`config.mk`:
```
export PLATFORM = sky130hd
export DESIGN_NAME = spike_encoder
export DESIGN_NICKNAME = d
export VERILOG_FILES = /design/src/rtl/spike_enc_pkg.sv /design/src/rtl/spike_enc_channel.sv /design/src/rtl/spike_encoder.sv
export SDC_FILE = /design/constraint.sdc
export NUM_CORES = 1
export LEC_CHECK = 0
export BUFFER_PORTS_ARGS = -buffer_cell sky130_fd_sc_hd__buf_2
export CORE_UTILIZATION = 30
export DETAILED_ROUTE_END_ITERATION = 10
export PLACE_DENSITY = 0.51
export SYNTH_ARGS = -nofsm -noshare
export SYNTH_HDL_FRONTEND = slang
export SYNTH_SLANG_ARGS = --single-unit
```
`constraint.sdc`:
```
create_clock -name clk_i -period 2.3 [get_ports clk_i]
set_input_delay 0.345 -clock clk_i [delete_from_list [all_inputs] [get_ports clk_i]]
set_output_delay 0.345 -clock clk_i [all_outputs]
set_load 0.01 [all_outputs]
```
`src/rtl/spike_enc_pkg.sv`:
```
// Shared types and default configuration for the rate-coding spike encoder.
package spike_enc_pkg;

  typedef enum logic [1:0] {
    IDLE = 2'd0,
    RUN  = 2'd1,
    DONE = 2'd2
  } enc_state_t;

  localparam int N_CH_DEF    = 3;
  localparam int VAL_W_DEF   = 4;
  localparam int WIN_LEN_DEF = 16;

endpackage

```
`src/rtl/spike_enc_channel.sv`:
```
// One encoder channel: latched intensity, modulo-2^VAL_W phase accumulator, registered spike.
module spike_enc_channel #(
  parameter int VAL_W = 4
) (
  input  logic             clk_i,
  input  logic             rst_n,
  input  logic             load,
  input  logic             tick,
  input  logic             clear,
  input  logic [VAL_W-1:0] val,
  output logic             spike
);

  logic [VAL_W-1:0] r_val;
  logic [VAL_W-1:0] r_acc;
  logic             r_spike;
  logic [VAL_W:0]   w_sum;

  // Carry out of the accumulator is the spike.
  assign w_sum = {1'b0, r_acc} + {1'b0, r_val};

  always_ff @(posedge clk_i or negedge rst_n) begin
    if (!rst_n) begin
      r_val   <= '0;
      r_acc   <= '0;
      r_spike <= 1'b0;
    end else begin
      if (load) begin
        r_val <= val;
        r_acc <= '0;
      end else if (tick) begin
        r_acc <= w_sum[VAL_W-1:0];
      end
      if (clear) begin
        r_spike <= 1'b0;
      end else if (tick) begin
        r_spike <= w_sum[VAL_W];
      end
    end
  end

  assign spike = r_spike;

endmodule

```
`src/rtl/spike_encoder.sv`:
```
// Rate-coding spike source: FSM, tick counter and load handshake over N_CH channels.
// Optional abort input enabled by defining SPIKE_ENC_ABORT_EN.
module spike_encoder
  import spike_enc_pkg::*;
#(
  parameter int N_CH    = N_CH_DEF,
  parameter int VAL_W   = VAL_W_DEF,
  parameter int WIN_LEN = WIN_LEN_DEF
) (
  input  logic                  clk_i,
  input  logic                  rst_n,
  input  logic                  load_valid_i,
`ifdef SPIKE_ENC_ABORT_EN
  input  logic                  abort_i,
`endif
  output logic                  load_ready_o,
  input  logic [N_CH*VAL_W-1:0] val_i,
  output logic [N_CH-1:0]       s_o,
  output logic                  busy_o,
  output logic                  done_o
);

  localparam int TW = (WIN_LEN > 1) ? $clog2(WIN_LEN) : 1;
  localparam logic [TW-1:0] LAST_TICK = TW'(WIN_LEN - 1);

  enc_state_t    r_state;
  enc_state_t    w_next;
  logic [TW-1:0] r_cnt;
  logic          w_load;
  logic          w_tick;
  logic          w_clear;

  always_ff @(posedge clk_i or negedge rst_n) begin
    if (!rst_n) begin
      r_state <= IDLE;
    end else begin
      r_state <= w_next;
    end
  end

  always_comb begin
    w_next  = r_state;
    w_load  = 1'b0;
    w_tick  = 1'b0;
    w_clear = 1'b0;
    case (r_state)
      IDLE: begin
        if (load_valid_i) begin
          w_next = RUN;
          w_load = 1'b1;
        end
      end
      RUN: begin
        w_tick = 1'b1;
        if (r_cnt == LAST_TICK) w_next = DONE;
      end
      DONE: begin
        w_next  = IDLE;
        w_clear = 1'b1;
      end
      default: begin
        w_next  = IDLE;
        w_clear = 1'b1;
      end
    endcase
`ifdef SPIKE_ENC_ABORT_EN
    // Abort overrides both the tick and the DONE exit on the same edge.
    if (abort_i && (r_state != IDLE)) begin
      w_next  = IDLE;
      w_tick  = 1'b0;
      w_clear = 1'b1;
    end
`endif
  end

  always_ff @(posedge clk_i or negedge rst_n) begin
    if (!rst_n) begin
      r_cnt <= '0;
    end else if (w_load) begin
      r_cnt <= '0;
    end else if (w_tick && (r_cnt != LAST_TICK)) begin
      r_cnt <= r_cnt + 1'b1;
    end
  end

  for (genvar c = 0; c < N_CH; c++) begin : g_ch
    spike_enc_channel #(
      .VAL_W(VAL_W)
    ) u_ch (
      .clk_i (clk_i),
      .rst_n (rst_n),
      .load  (w_load),
      .tick  (w_tick),
      .clear (w_clear),
      .val   (val_i[c*VAL_W +: VAL_W]),
      .spike (s_o[c])
    );
  end

  assign load_ready_o = (r_state == IDLE);
  assign busy_o       = (r_state != IDLE);
  assign done_o       = (r_state == DONE);

endmodule
```
==> flow_summary.ini, run 1 <==
[synth]
synth_warnings = 0
synth_top_area_cell = dfrtp_1
yosysSeqAreaShare_pct = 48.0
avgSynthCellArea_um2 = 11.3
netlist_instances = 152
synth_area_leaders = dfrtp_1 48%, ha_1 9.5%, nand3_1 6.4%
yosys_register_bits = 33
synth_top_area_share_pct = 48.0
synthesis.area_mm2 = 0.00172
yosysUniqueCellTypes = 31
synth_nets = 183

[place]
dp_hpwl_um = 2280
gp_congestion = 0.748
place.port_buffers = 20
dp_slack_ns = 0.640

[power]
p_leak_nw = 0.944
power_mw = 3.10
p_per_area_mw_per_mm2 = 1590
irDropWorstVdd_v = 0.000370

[critical_path]
reg2reg_depth = 5
cp_cell_sequence = ha_1 -> fa_1 -> a21o_1 -> a21oi_1 -> a211oi_1
slowest_stage = fa_1
path_class = reg -> reg
required_ns = 2.45
r2r_slack_ns = 0.62
r2r-end = g_ch[0].u_ch.spike$_DFFE_PN0P_
worstReg2RegStart = g_ch[0].u_ch.r_acc[0]$_DFFE_PN0P_
critPathTopFamily = adder cells
cp_max_fo = 2
slowest_delay_ns = 0.41
worst-path-buf-inv = 0
startpoint_type = register
end_kind = register
critPathArrivalTime_ns = 1.83

[grt]
grt-ovfl-total = 0
antenna_found_initial = 0
grt_pass1_vias = 1195
grt_pass1_wl_um = 5610
track_usage_pct = 12.1
grt_max_degree = 34

[cells_and_area]
num_antenna_cells = 0
area_growth_pct = 13.4
nFillCells = 547
fin_nets = 204
drive_above_1_share_pct = 25.3

[timing]
rsz0062_at_grt = false
hold_violations = 0
clock_skew_ns = 0.00729
setup_tns_ns = 0
slew_headroom_pct = 51.4
slew_violations = 0
finalSetupViolations = 0
period_needed_ns = 1.68
fin_crit_sh_pct = 73.0
worst_pin_slew_ns = 0.729
fin_ws_ns = 0.622
fmax_mhz = 596
whs_ns = 0.120

[detailed_routing]
detail-route-antenna-nets = 0
wl_per_cell_um = 13.2
viasPerCell = 4.83
first_pass_iters = 4
vias = 1188
top_layer = met4
wl_met3_um = 144
drc_errors = 0
routed_wl_um = 3240
initialDrtViolationCount = 31
dr_wl_met2_um = 1490
wl_met1_um = 1530

[status]
status = finished, final reports clean

[clocking]
cts_buffers = 5
cts_hold_buffers = 0
path_clk_slew_ns = 0.07
cts_setup_buffers = 0
cts_sinks = 33
htreeDepth = 2
cts_tree = done
cts-resized-gates = 0
cts_root_buf = clkbuf_8
clk_latency_ns = 0.28
clockBufferDepth = 2

[die]
die_area_mm2 = 0.00604
initial_core_util_pct = 31.2
die_h_um = 77.7
pin_count = 21
rows = 27
coreArea_mm2 = 0.00551
die_x_um = 77.7

[worst_hold_path]
holdCritPathClass = in -> async

[run]
drv_cap = 0
layout make-up:
cell class / count / area [µm²] / area share, %
Sequential cell: 33 / 826 / 42.3
Multi-Input combinational cell: 107 / 815 / 41.8
Timing Repair Buffer: 24 / 130 / 6.67
Tap cell: 72 / 90.1 / 4.62
Clock buffer: 6 / 72.6 / 3.72
Clock inverter: 2 / 10.0 / 0.513
Inverter: 2 / 7.51 / 0.385
sequential cells by signal (all words and copies together) (netlist names):
name,flops
g_ch.u_ch.r_acc,12
g_ch.u_ch.r_val,12
r_cnt,4
g_ch.u_ch.spike,3
r_state,2
power breakdown:
part / switching, mW / internal (mW) / total (mW)
clock: 0.208 / 0.209 / 0.418
sequential: 0.229 / 0.898 / 1.13
combinational: 0.792 / 0.760 / 1.55
total: 1.23 / 1.87 / 3.10
cells in the final DEF, fill, tap and decap left out, types with 2 or more instances in the layout:
master,n
a211oi_1,3
dfrtp_1,33
nor2b_1,2
nand3_1,22
clkbuf_8,5
clkinv_2,2
fa_1,3
nand2_1,14
buf_2,20
a211o_1,3
ha_1,13
mux2_4,5
a21o_1,3
nor2_1,4
buf_4,4
o21ai_0,6
inv_1,2
mux2_2,7
a21oi_1,7
xnor2_1,3
nand4_1,3
cell usage after synthesis:
cell / instances
a211o_1: 3
a211oi_1: 3
a21o_1: 3
a21oi_1: 7
a311oi_1: 1
and2_1: 1
and3_1: 1
and4_1: 1
buf_2: 4
buf_4: 3
buf_6: 1
buf_8: 1
clkbuf_1: 1
dfrtp_1: 33
fa_1: 3
ha_1: 13
inv_1: 2
mux2_2: 7
mux2_4: 5
mux2i_1: 1
nand2_1: 14
nand2b_1: 1
nand3_1: 22
nand4_1: 3
nor2_1: 4
nor2b_1: 2
nor3_1: 1
o21ai_0: 6
or2_2: 1
or3b_1: 1
xnor2_1: 3
routing by layer:
layer,vias up,GRT usage (%)
met5,-,0
met4,0,6.23
met3,5,3.06
met2,22,18.7
met1,580,15.7
li1,581,-
how the worst max path moves through the flow:
stage | from | endpoint | slack (ns) | cells after the start
final | g_ch[0].u_ch.r_acc[0]$_DFFE_PN0P_ | g_ch[0].u_ch.spike$_DFFE_PN0P_ | 0.62 | 5
after global routing | g_ch[0].u_ch.r_acc[0]$_DFFE_PN0P_ | g_ch[0].u_ch.spike$_DFFE_PN0P_ | 0.55 | 5
after CTS | g_ch[0].u_ch.r_acc[0]$_DFFE_PN0P_ | g_ch[0].u_ch.spike$_DFFE_PN0P_ | 0.61 | 5
after detailed placement | g_ch[0].u_ch.r_acc[0]$_DFFE_PN0P_ | g_ch[0].u_ch.spike$_DFFE_PN0P_ | 0.64 | 5
after global placement | g_ch[0].u_ch.r_acc[0]$_DFFE_PN0P_ | g_ch[0].u_ch.spike$_DFFE_PN0P_ | 0.65 | 5
after floorplan | g_ch[2].u_ch.r_acc[0]$_DFFE_PN0P_ | g_ch[2].u_ch.spike$_DFFE_PN0P_ | 0.83 | 5
per-stage QoR:
stage	instances	utilization (%)	instance area, µm²
after floorplan	152	-	1720
after global placement	238	33.9	1870
after detailed placement	238	33.9	1870
after CTS	246	35.4	1950
after global routing	246	35.4	1950
final	246	35.4	1950
kinds of logic (layout without fill, tap and decap cells):
family | after synthesis | in the layout | share of synthesized area, %
AOI/OAI and AO/OA | 23 | 23 | 8.44
xor gates and xnor gates | 3 | 3 | 1.53
adders and majority gates | 16 | 16 | 12.9
buffers and inverters | 12 | 34 | 4.65
DFF | 33 | 33 | 48.0
muxes | 13 | 13 | 9.53
and+or+nand+nor | 52 | 52 | 14.9
Power figures use the tool's default switching activity.
==> run 2: changes to the inputs <==
Settings changed: ABC_AREA set to 1, PLACE_DENSITY 0.51 to 0.52.
Clock period 2.3 ns to 1.4 ns, I/O delays scaled along.
==> run 2 against run 1 <==
Synthesized cell count is 34% higher. Critical path depth up 1. Register-to-register slack lost 0.61 ns. Global-route usage up 1.1 points. Largest cell class is now multi-input gates. Highest routed layer unchanged.
==> flow_summary.ini, run 2 <==
[critical_path]
path_class = reg -> reg
end_kind = register
r2r-end = g_ch[2].u_ch.spike$_DFFE_PN0P_
critPathTopFamily = adder cells
slowest_stage = dfrtp_1
worstReg2RegStart = g_ch[2].u_ch.r_acc[0]$_DFFE_PN0P_
r2r_slack_ns = 0.02
reg2reg_depth = 6
worst-path-buf-inv = 0
cp_cell_sequence = ha_2 -> fa_2 -> nand2_2 -> nand2_1 -> a21oi_2 -> o21ai_0
startpoint_type = register
slowest_delay_ns = 0.38
cp_max_fo = 2
required_ns = 1.57
critPathArrivalTime_ns = 1.55

[timing]
slew_violations = 0
period_needed_ns = 1.38
finalSetupViolations = 0
rsz0062_at_grt = true
hold_violations = 0
clock_skew_ns = 0.00456
fin_ws_ns = 0.0167
fin_crit_sh_pct = 98.8
worst_pin_slew_ns = 0.325
fmax_mhz = 723
slew_headroom_pct = 78.3

[synth]
synth_top_area_cell = dfrtp_1
netlist_instances = 203
yosysMostFrequentCell = nand2_1
yosys_register_bits = 33
ys_async_sr_fraction_pct = 100
synth_ff_type = dfrtp_1
synth_top_area_share_pct = 47.8
avgSynthCellArea_um2 = 8.52
synth_edf_count = 0
synth_warnings = 0
synthTopCellsByCount = 93 x nand2_1, 33 x dfrtp_1, 13 x ha_1, 13 x inv_1, 13 x nand3_1
yosysUniqueCellTypes = 19
synth_area_leaders = dfrtp_1 48%, nand2_1 20%, ha_1 9.4%
yosysSeqAreaShare_pct = 47.8
synth_nets = 234
synthesis.area_mm2 = 0.00173

[power]
clkPwrFrac_pct = 14.1
p_per_area_mw_per_mm2 = 2460
p_leak_nw = 1.13
swShare_pct = 41.8
irDropWorstVdd_v = 0.000915
seq_power_share_pct = 34.6
combPwrFrac_pct = 51.3
power_mw = 5.20
internal_power_mw = 3.03
p_sw_mw = 2.17

[die]
die_x_um = 77.9
initial_core_util_pct = 31.2
coreArea_mm2 = 0.00554
die_area_mm2 = 0.00607
rows = 27
die_h_um = 77.9
pin_count = 21

[grt]
antenna_found_initial = 0
track_usage_pct = 13.2
grt-ovfl-total = 0
grt_pass1_vias = 1268
grt_max_degree = 34
grt_pass1_wl_um = 6110

[detailed_routing]
wl_per_cell_um = 11.4
routed_wl_um = 3500
viasPerCell = 4.35
drc_errors = 0
vias = 1330
first_pass_iters = 4
detail-route-antenna-nets = 0
initialDrtViolationCount = 60

[clocking]
cts_buffers = 5
clk_latency_ns = 0.28
cts_root_buf = clkbuf_8
clockBufferDepth = 2
cts_sinks = 33
cts_tree = done
htreeDepth = 2
path_clk_slew_ns = 0.07

[cells_and_area]
layout_commonest_cell = nand2_1
area_growth_pct = 22.1
multi_input_comb_area_um2 = 848
top_regs = g_ch.u_ch.r_acc x12, g_ch.u_ch.r_val x12, r_cnt x4
seq_area_um2 = 827
mostFrequentLayoutCells = 89 x nand2_1, 32 x dfrtp_1, 19 x buf_2, 13 x nand3_1, 12 x inv_1
fin_nets = 265
nFillCells = 582
num_antenna_cells = 0
drive_above_1_share_pct = 25.2

[place]
dp_slack_ns = -0.0693
dp_hpwl_um = 2450
gp_congestion = 0.733
place.port_buffers = 20

[worst_hold_path]
hp-start = val_i[9]
holdCritPathClass = in -> reg
holdPathEnd = g_ch[2].u_ch.r_val[1]$_DFFE_PN0P_
min_delay_path_depth = 3

[run]
drv_cap = 0

[status]
status = finished, final reports clean
run 2: metal layers:
metal,wire length (µm),up-vias,track usage [%]
met1,1750,601,17.2
met3,139,5,3.29
met5,0,-,0
met4,67,0,5.56
li1,-,693,-
met2,1540,31,20.9
run 2: logic make-up (layout without fill, tap and decap cells):
group	Yosys count	after routing	synth area share, %
AO/OA/AOI/OAI	12	12	3.69
XOR/XNOR	1	1	0.507
adder cells (fa/ha/maj)	16	16	12.9
buffers and inverters	21	52	6.01
flip-flops	33	33	47.8
AND/OR/NAND/NOR	120	120	29.2
run 2: power by group through the flow:
stage,combinational [mW],sequential (mW),clock (mW)
after global routing,3.13,1.87,0.814
after global placement,2.38,1.79,0
after floorplan,1.91,1.72,0
after CTS,2.47,1.80,0.770
after detailed placement,2.44,1.80,0
final,2.67,1.80,0.735
run 2: area by class of cell:
| type | instances | share of cell area (%) |
|---|---|---|
| sequential | 33 | 39.2 |
| inverter | 14 | 2.49 |
| multi-input combinational | 149 | 40.2 |
| tap | 72 | 4.27 |
| clock buffer | 7 | 4.09 |
| timing repair buffer | 31 | 9.83 |
run 2: worst max-delay path by stage:
stage / start / end / slack (ns) / cells after the start
after floorplan: g_ch[0].u_ch.r_acc[0]$_DFFE_PN0P_ / g_ch[0].u_ch.spike$_DFFE_PN0P_ / 0.03 / 6
after global placement: g_ch[0].u_ch.r_acc[0]$_DFFE_PN0P_ / g_ch[0].u_ch.spike$_DFFE_PN0P_ / -0.02 / 6
after detailed placement: g_ch[2].u_ch.r_acc[0]$_DFFE_PN0P_ / g_ch[2].u_ch.spike$_DFFE_PN0P_ / -0.07 / 6
after CTS: g_ch[2].u_ch.r_acc[0]$_DFFE_PN0P_ / g_ch[2].u_ch.spike$_DFFE_PN0P_ / 0.008 / 6
after global routing: g_ch[2].u_ch.r_acc[0]$_DFFE_PN0P_ / g_ch[2].u_ch.spike$_DFFE_PN0P_ / -0.06 / 6
final: g_ch[2].u_ch.r_acc[0]$_DFFE_PN0P_ / g_ch[2].u_ch.spike$_DFFE_PN0P_ / 0.02 / 6
run 2: what timing repair did:
action,CTS,global route
endpoints found under the setup margin,5,6
endpoints found under the hold margin,33,0
resized for setup,7,13
setup buffers,0,3
pin swaps,0,2
hold buffers,1,0
run 2: worst min-delay path, cell delays in order:
cell	delay, ns
buf_2	0.07
nand2_1	0.04
nand2_1	0.04
run 2: per-stage QoR:
stage	hold WS (ns)	utilization (%)	std cells	TNS, ns	instance area, µm²
after floorplan	-0.0856	-	203	0	1730
after global placement	0.180	34.9	295	-0.0424	1930
after detailed placement	0.184	34.9	295	-0.179	1930
after CTS	0.104	36.9	303	0	2050
after global routing	0.114	38.1	306	-0.104	2110
final	0.115	38.1	306	0	2110
